==> src/rtl/execute_stage_pkg.sv <==
// rtl/execute_stage_pkg.sv - Y86-64 execute-stage constants, ALU codes and condition evaluation
package execute_stage_pkg;

  localparam logic [3:0] I_HALT   = 4'h0;
  localparam logic [3:0] I_NOP    = 4'h1;
  localparam logic [3:0] I_RRMOVQ = 4'h2;
  localparam logic [3:0] I_IRMOVQ = 4'h3;
  localparam logic [3:0] I_RMMOVQ = 4'h4;
  localparam logic [3:0] I_MRMOVQ = 4'h5;
  localparam logic [3:0] I_OPQ    = 4'h6;
  localparam logic [3:0] I_JXX    = 4'h7;
  localparam logic [3:0] I_CALL   = 4'h8;
  localparam logic [3:0] I_RET    = 4'h9;
  localparam logic [3:0] I_PUSHQ  = 4'hA;
  localparam logic [3:0] I_POPQ   = 4'hB;

  typedef enum logic [1:0] {
    ALU_ADD = 2'd0,
    ALU_SUB = 2'd1,
    ALU_AND = 2'd2,
    ALU_XOR = 2'd3
  } alu_fun_e;

  localparam logic [3:0] C_YES = 4'd0;
  localparam logic [3:0] C_LE  = 4'd1;
  localparam logic [3:0] C_L   = 4'd2;
  localparam logic [3:0] C_E   = 4'd3;
  localparam logic [3:0] C_NE  = 4'd4;
  localparam logic [3:0] C_GE  = 4'd5;
  localparam logic [3:0] C_G   = 4'd6;

  localparam logic [3:0] RNONE    = 4'hF;
  localparam logic [2:0] CC_RESET = 3'b100;

  // cc layout is {ZF, SF, OF}
  function automatic logic cond_eval(input logic [2:0] cc, input logic [3:0] ifun);
    logic zf, sf, of;
    zf = cc[2];
    sf = cc[1];
    of = cc[0];
    case (ifun)
      C_YES:   cond_eval = 1'b1;
      C_LE:    cond_eval = (sf ^ of) | zf;
      C_L:     cond_eval = sf ^ of;
      C_E:     cond_eval = zf;
      C_NE:    cond_eval = ~zf;
      C_GE:    cond_eval = ~(sf ^ of);
      C_G:     cond_eval = ~(sf ^ of) & ~zf;
      default: cond_eval = 1'b0;
    endcase
  endfunction

endpackage

==> src/rtl/execute_stage_cc_unit.sv <==
// rtl/execute_stage_cc_unit.sv - condition-code register and branch/cmov condition evaluation
module cc_unit
  import execute_stage_pkg::*;
(
  input  logic       clk,
  input  logic       rst,
  input  logic       update,
  input  logic [2:0] flags,
  input  logic [3:0] ifun,
  output logic [2:0] cc,
  output logic       cond
);

  always_ff @(posedge clk) begin
    if (rst) begin
      cc <= CC_RESET;
    end else if (update) begin
      cc <= flags;
    end
  end

  // Condition is judged against the flags before this cycle's update
  assign cond = cond_eval(cc, ifun);

endmodule

==> src/rtl/execute_stage.sv <==
// rtl/execute_stage.sv - Y86-64 execute stage with ALU, cc and one-deep output register; EXEC_STAT_EN adds stat_block
module execute_stage
  import execute_stage_pkg::*;
(
  input  logic        clk,
  input  logic        rst,
  input  logic        in_valid,
  output logic        in_ready,
  input  logic [3:0]  icode,
  input  logic [3:0]  ifun,
  input  logic [63:0] valA,
  input  logic [63:0] valB,
  input  logic [63:0] valC,
  input  logic [3:0]  dstE,
  input  logic        bubble,
`ifdef EXEC_STAT_EN
  input  logic        stat_block,
`endif
  input  logic        out_ready,
  output logic        out_valid,
  output logic [3:0]  out_icode,
  output logic [63:0] out_valE,
  output logic [63:0] out_valA,
  output logic [3:0]  out_dstE,
  output logic        out_cnd,
  output logic [2:0]  cc
);

  logic [63:0] alu_a, alu_b, val_e;
  alu_fun_e    alu_fun;
  logic        alu_of;
  logic        cond, cnd, cc_update, cc_allow;
  logic [3:0]  dst_sel;

  always_comb begin
    alu_a   = '0;
    alu_b   = '0;
    alu_fun = ALU_ADD;
    case (icode)
      I_OPQ: begin
        if (ifun[3:2] == 2'b00) begin
          alu_a   = valA;
          alu_b   = valB;
          alu_fun = alu_fun_e'(ifun[1:0]);
        end
      end
      I_IRMOVQ: alu_a = valC;
      I_RRMOVQ: alu_a = valA;
      I_RMMOVQ, I_MRMOVQ: begin
        alu_a = valC;
        alu_b = valB;
      end
      I_PUSHQ, I_CALL: begin
        alu_a   = 64'd8;
        alu_b   = valB;
        alu_fun = ALU_SUB;
      end
      I_POPQ, I_RET: begin
        alu_a = 64'd8;
        alu_b = valB;
      end
      default: ;
    endcase
  end

  always_comb begin
    val_e  = '0;
    alu_of = 1'b0;
    case (alu_fun)
      ALU_ADD: begin
        val_e  = alu_b + alu_a;
        alu_of = (alu_a[63] == alu_b[63]) && (val_e[63] != alu_a[63]);
      end
      ALU_SUB: begin
        val_e  = alu_b - alu_a;
        alu_of = (alu_a[63] != alu_b[63]) && (val_e[63] != alu_b[63]);
      end
      ALU_AND: val_e = alu_b & alu_a;
      ALU_XOR: val_e = alu_b ^ alu_a;
      default: ;
    endcase
  end

`ifdef EXEC_STAT_EN
  assign cc_allow = ~stat_block;
`else
  assign cc_allow = 1'b1;
`endif

  assign in_ready  = ~out_valid | out_ready;
  assign cc_update = in_valid & in_ready & ~bubble & (icode == I_OPQ) & cc_allow;

  cc_unit u_cc (
    .clk    (clk),
    .rst    (rst),
    .update (cc_update),
    .flags  ({(val_e == 64'd0), val_e[63], alu_of}),
    .ifun   (ifun),
    .cc     (cc),
    .cond   (cond)
  );

  assign cnd     = ((icode == I_JXX) || (icode == I_RRMOVQ)) ? cond : 1'b0;
  // A cmov that fails its condition must not write back
  assign dst_sel = ((icode == I_RRMOVQ) && !cnd) ? RNONE : dstE;

  always_ff @(posedge clk) begin
    if (rst) begin
      out_valid <= 1'b0;
      out_icode <= I_NOP;
      out_valE  <= '0;
      out_valA  <= '0;
      out_dstE  <= RNONE;
      out_cnd   <= 1'b0;
    end else if (in_ready) begin
      if (bubble) begin
        out_valid <= 1'b0;
        out_icode <= I_NOP;
        out_valE  <= '0;
        out_valA  <= '0;
        out_dstE  <= RNONE;
        out_cnd   <= 1'b0;
      end else if (in_valid) begin
        out_valid <= 1'b1;
        out_icode <= icode;
        out_valE  <= val_e;
        out_valA  <= valA;
        out_dstE  <= dst_sel;
        out_cnd   <= cnd;
      end else begin
        out_valid <= 1'b0;
      end
    end
  end

endmodule

==> config.mk <==
export PLATFORM = sky130hd
export DESIGN_NAME = execute_stage
export DESIGN_NICKNAME = d
export VERILOG_FILES = /design/src/rtl/execute_stage_pkg.sv /design/src/rtl/execute_stage_cc_unit.sv /design/src/rtl/execute_stage.sv
export SDC_FILE = /design/constraint.sdc
export NUM_CORES = 1
export LEC_CHECK = 0
export BUFFER_PORTS_ARGS = -buffer_cell sky130_fd_sc_hd__buf_2
export CAP_MARGIN = 25
export CELL_PAD_IN_SITES_DETAIL_PLACEMENT = 0
export CELL_PAD_IN_SITES_GLOBAL_PLACEMENT = 1
export CORE_ASPECT_RATIO = 0.75
export CORE_MARGIN = 8
export CORE_UTILIZATION = 43
export DETAILED_ROUTE_END_ITERATION = 6
export PLACE_DENSITY = 0.89
export RECOVER_POWER = 25
export SETUP_SLACK_MARGIN = 0.3
export SYNTH_ARGS = -nofsm -noshare
export SYNTH_HDL_FRONTEND = slang
export SYNTH_SLANG_ARGS = --single-unit
==> constraint.sdc <==
create_clock -name clk -period 10.21 [get_ports clk]
set_input_delay 1.5315 -clock clk [delete_from_list [all_inputs] [get_ports clk]]
set_output_delay 1.5315 -clock clk [all_outputs]
set_load 0.02 [all_outputs]
Yosys cells after proc, flatten, opt, wreduce, memory -nomap -nowiden:

Cells that the tools add are included.

* flip-flop bits (word level): 141
* word-level logic and storage cells: 83

* add/subtract/negate cells: 2
* eq/ne operators: 23
* muxes and demuxes: 23
* bitwise gates (word level): 13
* reduce and logical (&&, ||, !) cells: 15

Operator list (number)
* case mux 64 bit (4 select lines): 2
* two-way mux 64 bit: 6
* case mux 64 bit (2 select lines): 1
* adder 64 bit: 1
* bitwise AND 64 bit: 1
* zero test 64 bit: 1
* subtractor 64 bit: 1
* bitwise XOR 64 bit: 1
* == test 4 x 3 -> 1 bit, second input constant: 7
* two-way mux 4 bit: 5
* == test 4 x 2 -> 1 bit, second input constant: 4
* == test 4 bit, second input constant: 4
* case mux 1 bit (7 select lines): 1
* OR reduction 6 bit: 1
* two-way mux 1 bit: 5
* bitwise AND 1 bit: 4
* == test 2 bit, second input constant: 2
* == test 4 x 1 -> 1 bit, second input constant: 1
* zero test 2 bit: 2
* zero test 4 bit: 1
* NOT 1 bit: 4
* case mux 2 bit (2 select lines): 1
* OR reduction 4 bit: 1
* logical AND 1 bit: 3
* 13 further kinds: 16

Longest topological paths before layout:

Gate-level depths: netlist (run 1).

* depth after elaboration: 10
* gate-level depth with buffers: 23
* depth with buffers taken out: 21

Hierarchy:

Synthesis (run 1) repeated with hierarchy kept, for this count alone.

* cell total of the unflattened synthesis: 2294
* area, all modules: 15822.7 um2

Modules (own cells, without submodules)
* execute_stage: times used 1, cells an instance 2274, area an instance 15651.3 um2
* cc_unit: times used 1, cells an instance 20, area an instance 171.4 um2

Least setup slack after synthesis (run 1):

Ideal clock, no wire load.

* kind: input -> register
* start: in icode[3]
* end: reg u_cc.cc[2]
* library setup time: 0.069 ns
* arrival time: 6.017 ns
* path slack: 4.124 ns
* cell stages on the path: 22
* path buffers: 3
* path through: buf_4 > nand2b_1 > nor3_1 > clkbuf_1 > a22o_1 > ha_1 > inv_1 > fa_1 > o21bai_1 > nand3_1 > a21oi_1 > o2111ai_1 > and3_1 > buf_2 > a21oi_1 > nor2_1 > o311ai_1 > o21ai_1 > xnor2_1 > a2111oi_0 > nand4_1 > o21ai_1

* longest elaborated chain between the ends: 6
* elaborated cells on any way between the ends: 27
* those cells by class: add/sub: 2; eq/ne: 12; mux: 4; bitwise: 3; reduce/logical: 6

Ends and longest elaborated chain
* from (decl): line execute_stage.sv:9 `input logic [3:0] icode,`
* == test 4 bit (tied with other cells): line execute_stage.sv:39 `case (icode)`
* OR reduction 4 bit (no line) (tied with other cells)
* case mux 64 bit (4 select lines) (tied with other cells): line execute_stage.sv:39
* subtractor 64 bit (tied with other cells): line execute_stage.sv:75 `val_e = alu_b - alu_a;`
* case mux 64 bit (4 select lines): line execute_stage.sv:69 `case (alu_fun)`
* zero test 64 bit: line execute_stage.sv:97 `.flags ({(val_e == 64'd0), val_e[63], alu_of}),`
* to (signal assigned): line execute_stage_cc_unit.sv:18 `cc <= flags;`
* to (decl): line execute_stage_cc_unit.sv:10 `output logic [2:0] cc,`

Parallel ways exist; a longest one is shown, timed or not.
A chain may end at the register's enable or synchronous reset.

Worst setup path after layout (run 1):

* start: in ifun[2]
* end: reg u_cc.cc[2]

* longest elaborated chain between the ends: 6
* elaborated cells on any way between the ends: 17
* those cells by class: add/sub: 2; eq/ne: 3; mux: 7; bitwise: 2; reduce/logical: 3

Ends and longest elaborated chain
* from (decl): line execute_stage.sv:10 `input logic [3:0] ifun,`
* zero test 2 bit (*): line execute_stage.sv:41 `if (ifun[3:2] == 2'b00) begin`
* two-way mux 64 bit / two-way mux 2 bit (equally long branches): line execute_stage.sv:41
* case mux 64 bit (4 select lines) (tied with other cells): line execute_stage.sv:39
* subtractor 64 bit (tied with other cells): line execute_stage.sv:75
* case mux 64 bit (4 select lines) (*): line execute_stage.sv:69
* zero test 64 bit (*): line execute_stage.sv:97

Every way passes the cells marked *; elsewhere a longest branch is shown, timed or not.

==> flow_summary.rst, run 1 <==
.. list-table::
   :header-rows: 1

   * - Metric
     - Value
   * - Status
     - finished, violations left
   * - Failing checks
     - DRC, capacitance limit, slew limit
   * - Worst hold margin
     - 0.4899 ns
   * - Count of different cell masters after synthesis
     - 97
   * - Skew final
     - 0.01237 ns
   * - Number of warnings printed during yosys synthesis
     - 0
   * - Initial core utilization
     - 43.28%
   * - Drt drc
     - 1
   * - Cts bufs inserted
     - 17
   * - Share of synthesized flip-flops with an asynchronous set or reset
     - 0%
   * - Worst Hold Depth
     - 2
   * - Standard cell core area
     - roughly 0.038 mm2
   * - Final number of max-transition violations
     - 70
   * - Fraction of synthesized cell area taken by the top area cell type
     - ~17%
   * - Worst Reg2Reg Path Length in Cells
     - 12
   * - Number of antenna violations at the first check in global routing
     - 1
   * - Max layer used
     - met5
   * - Share of the clock period used by the worst path after layout
     - 75.41%
   * - Worst slew margin relative to its limit
     - -129.4%
   * - Number of endpoints failing setup at the final stage
     - 0
   * - Cells along the critical path
     - buf_2 > nor2_1 > nor2b_1 > nor3_2 > buf_4 > a22oi_1 > ha_1 > nand4_1 > nor3_1 > o211ai_2 > a2111oi_0 > o311a_1 > o211a_1 > o2111ai_1 > nor4_1 > and4_1 > nand4_1 > o21ai_1
   * - Routability cong.
     - 1.037
   * - End of the worst register-to-register path
     - u_cc.cc[2]$_SDFFE_PP1P_
   * - Total overflow reported by the global router
     - 0
   * - Setup repair after global routing missed its margin
     - no
   * - Critical path required time
     - between 10 and 15 ns
   * - Start point of the worst min-delay path
     - out_valE[7]$_SDFFE_PP0P_
   * - Clk pwr share
     - 29.7%
   * - Number of buffers added on ports
     - 350
   * - Leading cell types by total area after synthesis
     - dfxtp_1, ha_1, a22oi_1
   * - Count of buffers added by post-CTS timing repair for setup
     - 0
   * - Slew of the pin with the lowest slew margin
     - 3.441 ns
   * - Drt wl/cell
     - ~26 um
   * - Kind of end point of the critical path
     - flip-flop
   * - Data arrival, critical path
     - 8.11 ns
   * - DR iter-0 viols
     - 2912
   * - Number of levels the H-tree was split into
     - 4
   * - P_leak
     - about 0.0084 uW
   * - Horiz. Die Dim
     - ~240 um
   * - Insertion delay to the later sink of the worst-skew pair
     - 0.48 ns
   * - Root buf cell
     - clkbuf_16
   * - MaxCap Viol Count
     - 1
   * - Standard cell with the maximum stage delay on the critical path
     - a2111oi_0
   * - Critical Path Most Common Cell
     - nand4_1
   * - Detailed-routing iteration count for the pre-antenna-repair pass
     - 7
   * - Max Root-Sink Buffers
     - 2
   * - Number of top-level pins
     - 351
   * - Class of the worst hold path
     - reg2reg
   * - Register-to-Register Setup Slack
     - ~6.9 ns
   * - Launching element type of the critical path
     - input pin
   * - Clock tree from TritonCTS
     - built
   * - Post-synthesis cell type with the largest combined area
     - dfxtp_1
   * - Seq pwr share
     - 25.8%
   * - Number of antenna diodes
     - 0
   * - Critical R2R Launch
     - out_valid$_SDFFE_PP0N_
   * - Total power density per cell area
     - 120.1 mW/mm2
   * - Proportion of synthesized chip area in sequential cells
     - 17.19%
   * - Crit Path Category
     - in2reg
   * - Highest-count cells in the layout ignoring fill and taps
     - nor2_1, buf_2, a21oi_1, a22oi_1, nand2_1
   * - Mapped Nets
     - about 2.7k
   * - Internal Dissipation
     - 1255 uW
   * - Post-Synthesis Cells
     - 2350
   * - Logic gate share of total power
     - about 45%
   * - Buffer and inverter count on the worst path
     - 2
   * - Worst Hold End
     - out_valE[7]$_SDFFE_PP0P_
   * - Number of resized instances in the post-cts repair step
     - 0
   * - Routed met3 length
     - 8847 um
   * - Proportion of total power due to net switching
     - 44.54%
   * - Number of storage elements in the synthesis netlist
     - 141
   * - Number of standard-cell rows in the floorplan
     - 62
   * - Delay-heaviest family, CP
     - compound AO/OA/AOI/OAI gates
   * - Layout area overhead
     - 14.72%
   * - Chip Height
     - 185.2 um
   * - Synthesized area per cell
     - between 6 and 7 um2
   * - F_max
     - 129.9 MHz
   * - Final HPWL from detailed placement
     - 62820 um
   * - Total routed wirelength
     - 81360 um
   * - Vias in the first global route
     - 19.45k
   * - Post-Route Setup TNS
     - 0 ns
   * - Detailed-routing wirelength on met1
     - 36620 um
   * - Register clock-pin slew on the reported worst setup and hold paths
     - 0.07 ns
   * - Final critical delay including setup and external delays
     - 7.700 ns
   * - Global-route usage over all layers
     - a little over a third
   * - Nets
     - 2910
   * - Number of enable-type register cells in the synthesized netlist
     - 0
   * - DIE AREA
     - 0.04476 mm2
   * - Most common cell after layout, fill and taps aside
     - nor2_1
   * - Wire length of the first global-routing pass
     - 122000 um
   * - Post-CTS Hold Buffers
     - 0
   * - Maximum number of pins on one net before global-route repair
     - 83
   * - Critical path peak fanout
     - 64
   * - Sink count of the clock tree
     - about 140
   * - Hold violation count in the final report
     - 0
   * - Largest stage delay, worst path
     - 1.08 ns
   * - Mapped Area
     - 0.01642 mm2
   * - Vias per std cell
     - 6.619
   * - Length of routed met2 wiring
     - 33580 um
   * - Maximum VDD drop
     - approximately 0.12 mV
   * - Antenna Nets Post-Route
     - 0
   * - Reported net switching power
     - 1008 uW
   * - Share of post-route cells with drive strength above 1
     - between 10% and 20%
   * - Total number of vias
     - 20.50k
   * - Dominant register cell in the synthesized netlist
     - dfxtp_1
## cell usage after synthesis, drive strengths merged (37+ instances only)
master  count
a21oi     224
a22oi     169
buf        63
clkbuf    105
dfxtp     141
ha        127
inv       142
nand2     144
nand3      54
nand4      44
nor2      290
nor2b      93
nor3       72
nor4       47
o21ai     107
o31ai      37
## cells by family after synthesis
| family | Yosys count | share of synthesized area (%) |
|---|---|---|
| DFF | 141 | 17.19 |
| AOI/OAI and AO/OA | 876 | 37.04 |
| xor gates and xnor gates | 35 | 1.867 |
| and+or+nand+nor | 832 | 24.71 |
| buffers and inverters | 311 | 7.651 |
| muxes | 26 | 1.623 |
| adders and majority gates | 129 | 9.922 |
## worst max path at each step
stage	start	endpoint	slack, ns	cells after the start
finish	ifun[2]	u_cc.cc[2]$_SDFFE_PP1P_	2.51	18
global placement	icode[2]	u_cc.cc[2]$_SDFFE_PP1P_	2.21	16
floorplan	icode[3]	u_cc.cc[2]$_SDFFE_PP1P_	4.12	22
global route	icode[0]	u_cc.cc[2]$_SDFFE_PP1P_	2.09	22
detailed placement	icode[2]	u_cc.cc[2]$_SDFFE_PP1P_	2.32	18
CTS	ifun[2]	u_cc.cc[2]$_SDFFE_PP1P_	2.81	20
## layout make-up
cell class	count	area (um2)
clock buffer	19	432.9
clock inverter	13	156.4
fill	3898	19100
inverter	143	536.8
multi-input combinational	1898	12410
sequential	141	2823
tap	512	640.6
timing repair buffer	371	1839
## tightest hold or removal path, cell delays in order (launching register included)
cell     delay (ns)
dfxtp_1        0.33
a21oi_1        0.06
nor2_1         0.07
## state kept, by name, summed over array words and instances (netlist names)
name and flops:
out_dstE 4, u_cc.cc 3, out_valA 64, out_valid 1, out_icode 4, out_cnd 1
out_valE 64
## power groups by stage
| stage | clock network (uW) | registers, uW | logic (uW) |
|---|---|---|---|
| floorplan | 0 | 619 | 623 |
| global placement | 0 | 594 | 970 |
| detailed placement | 0 | 595 | 969 |
| CTS | 676 | 583 | 974 |
| global route | 701 | 585 | 1070 |
| finish | 672 | 583 | 1010 |
## layer usage
metal  GRT usage [%]  up-vias
li1                -     9196
met3           7.867      163
met1           49.52     9845
met2           51.38     1293
met5               0        -
met4           10.61        2
## per-stage QoR
step                      cells  utilization (%)  total power [uW]  cell area [um2]  setup WS [ns]
after floorplan            2350                -              1242            16420          4.124
after global placement     3063            48.25              1564            18300          2.208
after detailed placement   3064            48.32              1563            18330          2.324
after CTS                  3096            49.88              2233            18920          2.806
after global routing       3097            49.65              2358            18840          2.091
final                      3097            49.65              2262            18840          2.510
Power figures use the tool's default switching activity.
==> run 2, diff against run 1 <==
--- a/config.mk
+++ b/config.mk
@@ -5,15 +5,16 @@
 export SDC_FILE = /design/constraint.sdc
 export NUM_CORES = 1
 export LEC_CHECK = 0
+export ABC_AREA = 1
 export BUFFER_PORTS_ARGS = -buffer_cell sky130_fd_sc_hd__buf_2
 export CAP_MARGIN = 25
 export CELL_PAD_IN_SITES_DETAIL_PLACEMENT = 0
 export CELL_PAD_IN_SITES_GLOBAL_PLACEMENT = 1
 export CORE_ASPECT_RATIO = 0.75
 export CORE_MARGIN = 8
-export CORE_UTILIZATION = 43
+export CORE_UTILIZATION = 38
 export DETAILED_ROUTE_END_ITERATION = 6
-export PLACE_DENSITY = 0.89
+export PLACE_DENSITY = 0.83
 export RECOVER_POWER = 25
 export SETUP_SLACK_MARGIN = 0.3
 export SYNTH_ARGS = -nofsm -noshare
==> constraint.sdc (replaced) <==
create_clock -name clk -period 8.1 [get_ports clk]
set_input_delay 1.215 -clock clk [delete_from_list [all_inputs] [get_ports clk]]
set_output_delay 1.215 -clock clk [all_outputs]
set_load 0.02 [all_outputs]
==> flow_summary.rst, run 2 <==
.. list-table::
   :header-rows: 1

   * - Metric
     - Value
   * - Slew of the pin with the lowest slew margin
     - 1.016 ns (-2.425 ns)
   * - Standard cell with the maximum stage delay on the critical path
     - o21ai_0
   * - Routability cong.
     - 1.078 (+4.0%)
   * - Total overflow reported by the global router
     - 0 (unchanged)
   * - Number of enable-type register cells in the synthesized netlist
     - 0 (unchanged)
   * - Number of endpoints failing setup at the final stage
     - 0 (unchanged)
   * - Worst Reg2Reg Path Length in Cells
     - 8 (-4)
   * - Kind of end point of the critical path
     - flip-flop
   * - Critical Path Most Common Cell
     - nand2_1
   * - Number of top-level pins
     - 351 (unchanged)
   * - Maximum number of pins on one net before global-route repair
     - 81 (-2.4%)
   * - Worst Hold Depth
     - 2 (unchanged)
   * - Total power density per cell area
     - 138.1 mW/mm2 (+15%)
   * - Largest stage delay, worst path
     - 0.80 ns (-0.28 ns)
   * - DR iter-0 viols
     - 3316 (+14%)
   * - Number of antenna diodes
     - 0 (unchanged)
   * - DIE AREA
     - 0.06090 mm2 (+36%)
   * - Leading cell types by total area after synthesis
     - nand2_1, dfxtp_1, inv_1
   * - Total number of vias
     - 26.04k (+27%)
   * - Final critical delay including setup and external delays
     - between 5 and 6 ns
   * - Mapped Area
     - 0.02021 mm2 (+23%)
   * - Critical path required time
     - 8.43 ns (-2.19 ns)
   * - Number of buffers added on ports
     - 350 (unchanged)
   * - Drt wl/cell
     - 22.11 um (-16%)
   * - Register clock-pin slew on the reported worst setup and hold paths
     - 0.07 ns (about the same)
   * - Number of levels the H-tree was split into
     - 4 (unchanged)
   * - Max Root-Sink Buffers
     - 2 (unchanged)
   * - Number of antenna violations at the first check in global routing
     - 0 (-1)
   * - Launching element type of the critical path
     - input pin
   * - Status
     - finished, final reports clean
   * - Worst hold margin
     - 0.4638 ns (-0.02613 ns)
   * - Post-Route Setup TNS
     - 0 ns (unchanged)
   * - Vias in the first global route
     - 23.98k (+23%)
   * - Share of synthesized flip-flops with an asynchronous set or reset
     - 0% (unchanged)
   * - Cell Count Post-Placement
     - 4869 (+59%)
   * - Count of different cell masters after synthesis
     - 45 (-54%)
   * - Standard cell core area
     - 0.05279 mm2 (+39%)
   * - Clock tree from TritonCTS
     - built
   * - Registers with the highest flip-flop counts
     - out_valA: 64 flops, out_valE: 64 flops
   * - Wire length of the first global-routing pass
     - 156100 um (+28%)
   * - Synth Area in Compound Gates
     - 15.60% (-21 points)
   * - End of the worst register-to-register path
     - out_valA[5]$_SDFFE_PP0P_
   * - Hold violation count in the final report
     - 0 (unchanged)
   * - Most common cell after layout, fill and taps aside
     - nand2_1
   * - Post-route design area
     - 0.02283 mm2 (+21%)
   * - F_max
     - 167.9 MHz
   * - Parity-gate share of the synthesized area counting xor and xnor cells
     - 0.3467% (-1.5 points)
   * - Worst Hold End
     - out_valA[8]$_SDFFE_PP0P_
   * - Total routed wirelength
     - 108400 um (+33%)
   * - Synthesized area per cell
     - 5.131 um2 (-27%)
   * - Vias per std cell
     - 5.312 (-20%)
   * - Number of resized instances in the post-cts repair step
     - 0 (unchanged)
   * - Post-Synthesis Cells
     - 3939 (+68%)
   * - Cts bufs inserted
     - 17 (unchanged)
   * - Number of standard-cell rows in the floorplan
     - 73 (+18%)
   * - Insertion delay to the later sink of the worst-skew pair
     - 0.53 ns (+0.05 ns)
   * - Multiplexer share of the synthesized area
     - 0% (-1.6 points)
   * - Setup repair after global routing missed its margin
     - no
   * - Final core area utilization
     - 43.24% (-6.4 points)
   * - Global-route usage over all layers
     - 34.46% (-0.30 points)
   * - Crit Path Category
     - in2reg
   * - Data arrival, critical path
     - 6.29 ns (-1.82 ns)
   * - Horiz. Die Dim
     - 282.3 um (+17%)
   * - Highest-count cells in the layout ignoring fill and taps
     - nand2_1, inv_1, nor2_1, a21oi_1, buf_2
   * - Top post-synthesis cells by count
     - nand2_1, inv_1, nor2_1
   * - Fill cells
     - 6246 (+60%)
   * - Share of the clock period used by the worst path after layout
     - 73.55%
   * - Start point of the worst min-delay path
     - out_valA[8]$_SDFFE_PP0P_
   * - Antenna Nets Post-Route
     - 0 (unchanged)
   * - Nets
     - 4515 (+55%)
   * - Maximum VDD drop
     - 0.1208 mV (+2.4%)
   * - Post-synthesis cell type with the largest combined area
     - nand2_1
   * - Post-CTS Hold Buffers
     - 0 (unchanged)
   * - Root buf cell
     - clkbuf_16
   * - Sink count of the clock tree
     - 141 (unchanged)
   * - Number of storage elements in the synthesis netlist
     - 141 (unchanged)
   * - Worst slew margin relative to its limit
     - 31.56% (+160 points)
   * - Largest family of logic cells by synthesized area
     - simple AND/OR/NAND/NOR gates
   * - Count of buffers added by post-CTS timing repair for setup
     - 0 (unchanged)
   * - Dpl cell area
     - 0.02229 mm2 (+22%)
   * - Most repeated cell in the gate-level netlist after synthesis
     - nand2_1
   * - Adder-cell area share of the yosys netlist
     - 8.060% (-1.9 points)
   * - Fin cells
     - 4902 (+58%)
   * - Critical path peak fanout
     - 33 (-48%)
   * - Class of the worst hold path
     - reg2reg
   * - Proportion of synthesized chip area in sequential cells
     - 13.97% (-3.2 points)
   * - Fraction of synthesized cell area taken by the top area cell type
     - 26.22% (+9.0 points)
   * - Register-to-Register Setup Slack
     - 5.39 ns (-1.54 ns)
   * - Layout area overhead
     - 12.95%
   * - MaxCap Viol Count
     - 0 (-1)
   * - Simple-gate area share of the yosys netlist
     - 44.84% (+20 points)
   * - Detailed-routing iteration count for the pre-antenna-repair pass
     - 7 (unchanged)
   * - Skew final
     - 0.04020 ns (+0.02783 ns)
   * - Final number of max-transition violations
     - 0 (-100%)
   * - Share of post-route cells with drive strength above 1
     - 8.974% (-6.2 points)
   * - Chip Height
     - 215.7 um (+16%)
   * - Number of warnings printed during yosys synthesis
     - 0 (unchanged)
   * - Final HPWL from detailed placement
     - 91790 um (+46%)
   * - Initial core utilization
     - 38.29% (-5.0 points)
   * - Drt drc
     - 0 (-1)
   * - Critical R2R Launch
     - out_valid$_SDFFE_PP0N_
   * - P_leak
     - 0.01315 uW (+56%)
   * - Mapped Nets
     - 4277 (+59%)
   * - Dominant register cell in the synthesized netlist
     - dfxtp_1
## run 2: power by group
part	total (uW)	internal, uW	switching, uW
logic	1520	392	1130
clock network	901	480	420
registers	732	719	13.0
total	3150	1590	1560
## run 2: worst max-delay path by stage
stage | from | end | slack, ns | depth (start not counted)
after global routing | icode[3] | out_valE[44]$_SDFFE_PP0P_ | 1.76 | 25
after CTS | icode[3] | u_cc.cc[2]$_SDFFE_PP1P_ | 2.40 | 31
after detailed placement | icode[3] | u_cc.cc[2]$_SDFFE_PP1P_ | 1.86 | 31
after global placement | icode[3] | u_cc.cc[2]$_SDFFE_PP1P_ | 1.88 | 31
final | icode[3] | out_valE[44]$_SDFFE_PP0P_ | 2.14 | 25
after floorplan | icode[3] | u_cc.cc[2]$_SDFFE_PP1P_ | 3.67 | 32
## run 2: per-layer routing
metal	wire length, um	vias to the layer above	GRT usage (%)
met1	51400	11826	52.93
met5	0	-	0
li1	-	12627	-
met3	16410	87	13.12
met4	2048	0	7.465
met2	38550	1499	43.59
## run 2: cells by family (layout without fill, tap and decap cells)
logic type | after synthesis | count (layout)
xor+xnor | 8 | 8
flops | 141 | 141
buf+inv | 879 | 1130
simple gates | 2218 | 2218
compound gates | 564 | 564
fa+ha+maj | 129 | 129
## run 2: final cells by class
type	instances	area (um2)	share of cell area (%)
multi-input cells	2919	13940	61.05
flip-flops and latches	141	2823	12.36
inverters	731	2746	12.03
repair buffers	367	1807	7.914
well taps	712	890.9	3.902
clock buffers	18	439.2	1.924
clock inverters	14	185.2	0.8111
## run 2: critical path: cells and delay by family
kind                     cells  cell delay, ns
buffers and inverters        5            1.10
adder cells (fa/ha/maj)      1            0.68
AND/OR/NAND/NOR             15            1.94
AO/OA/AOI/OAI                4            1.32
## run 2: through the flow
stage | power [uW] | setup WS [ns]
floorplan | 1664 | 3.668
CTS | 3101 | 2.402
finish | 3153 | 2.143
detailed placement | 2188 | 1.861
global route | 3313 | 1.765
global placement | 2194 | 1.883
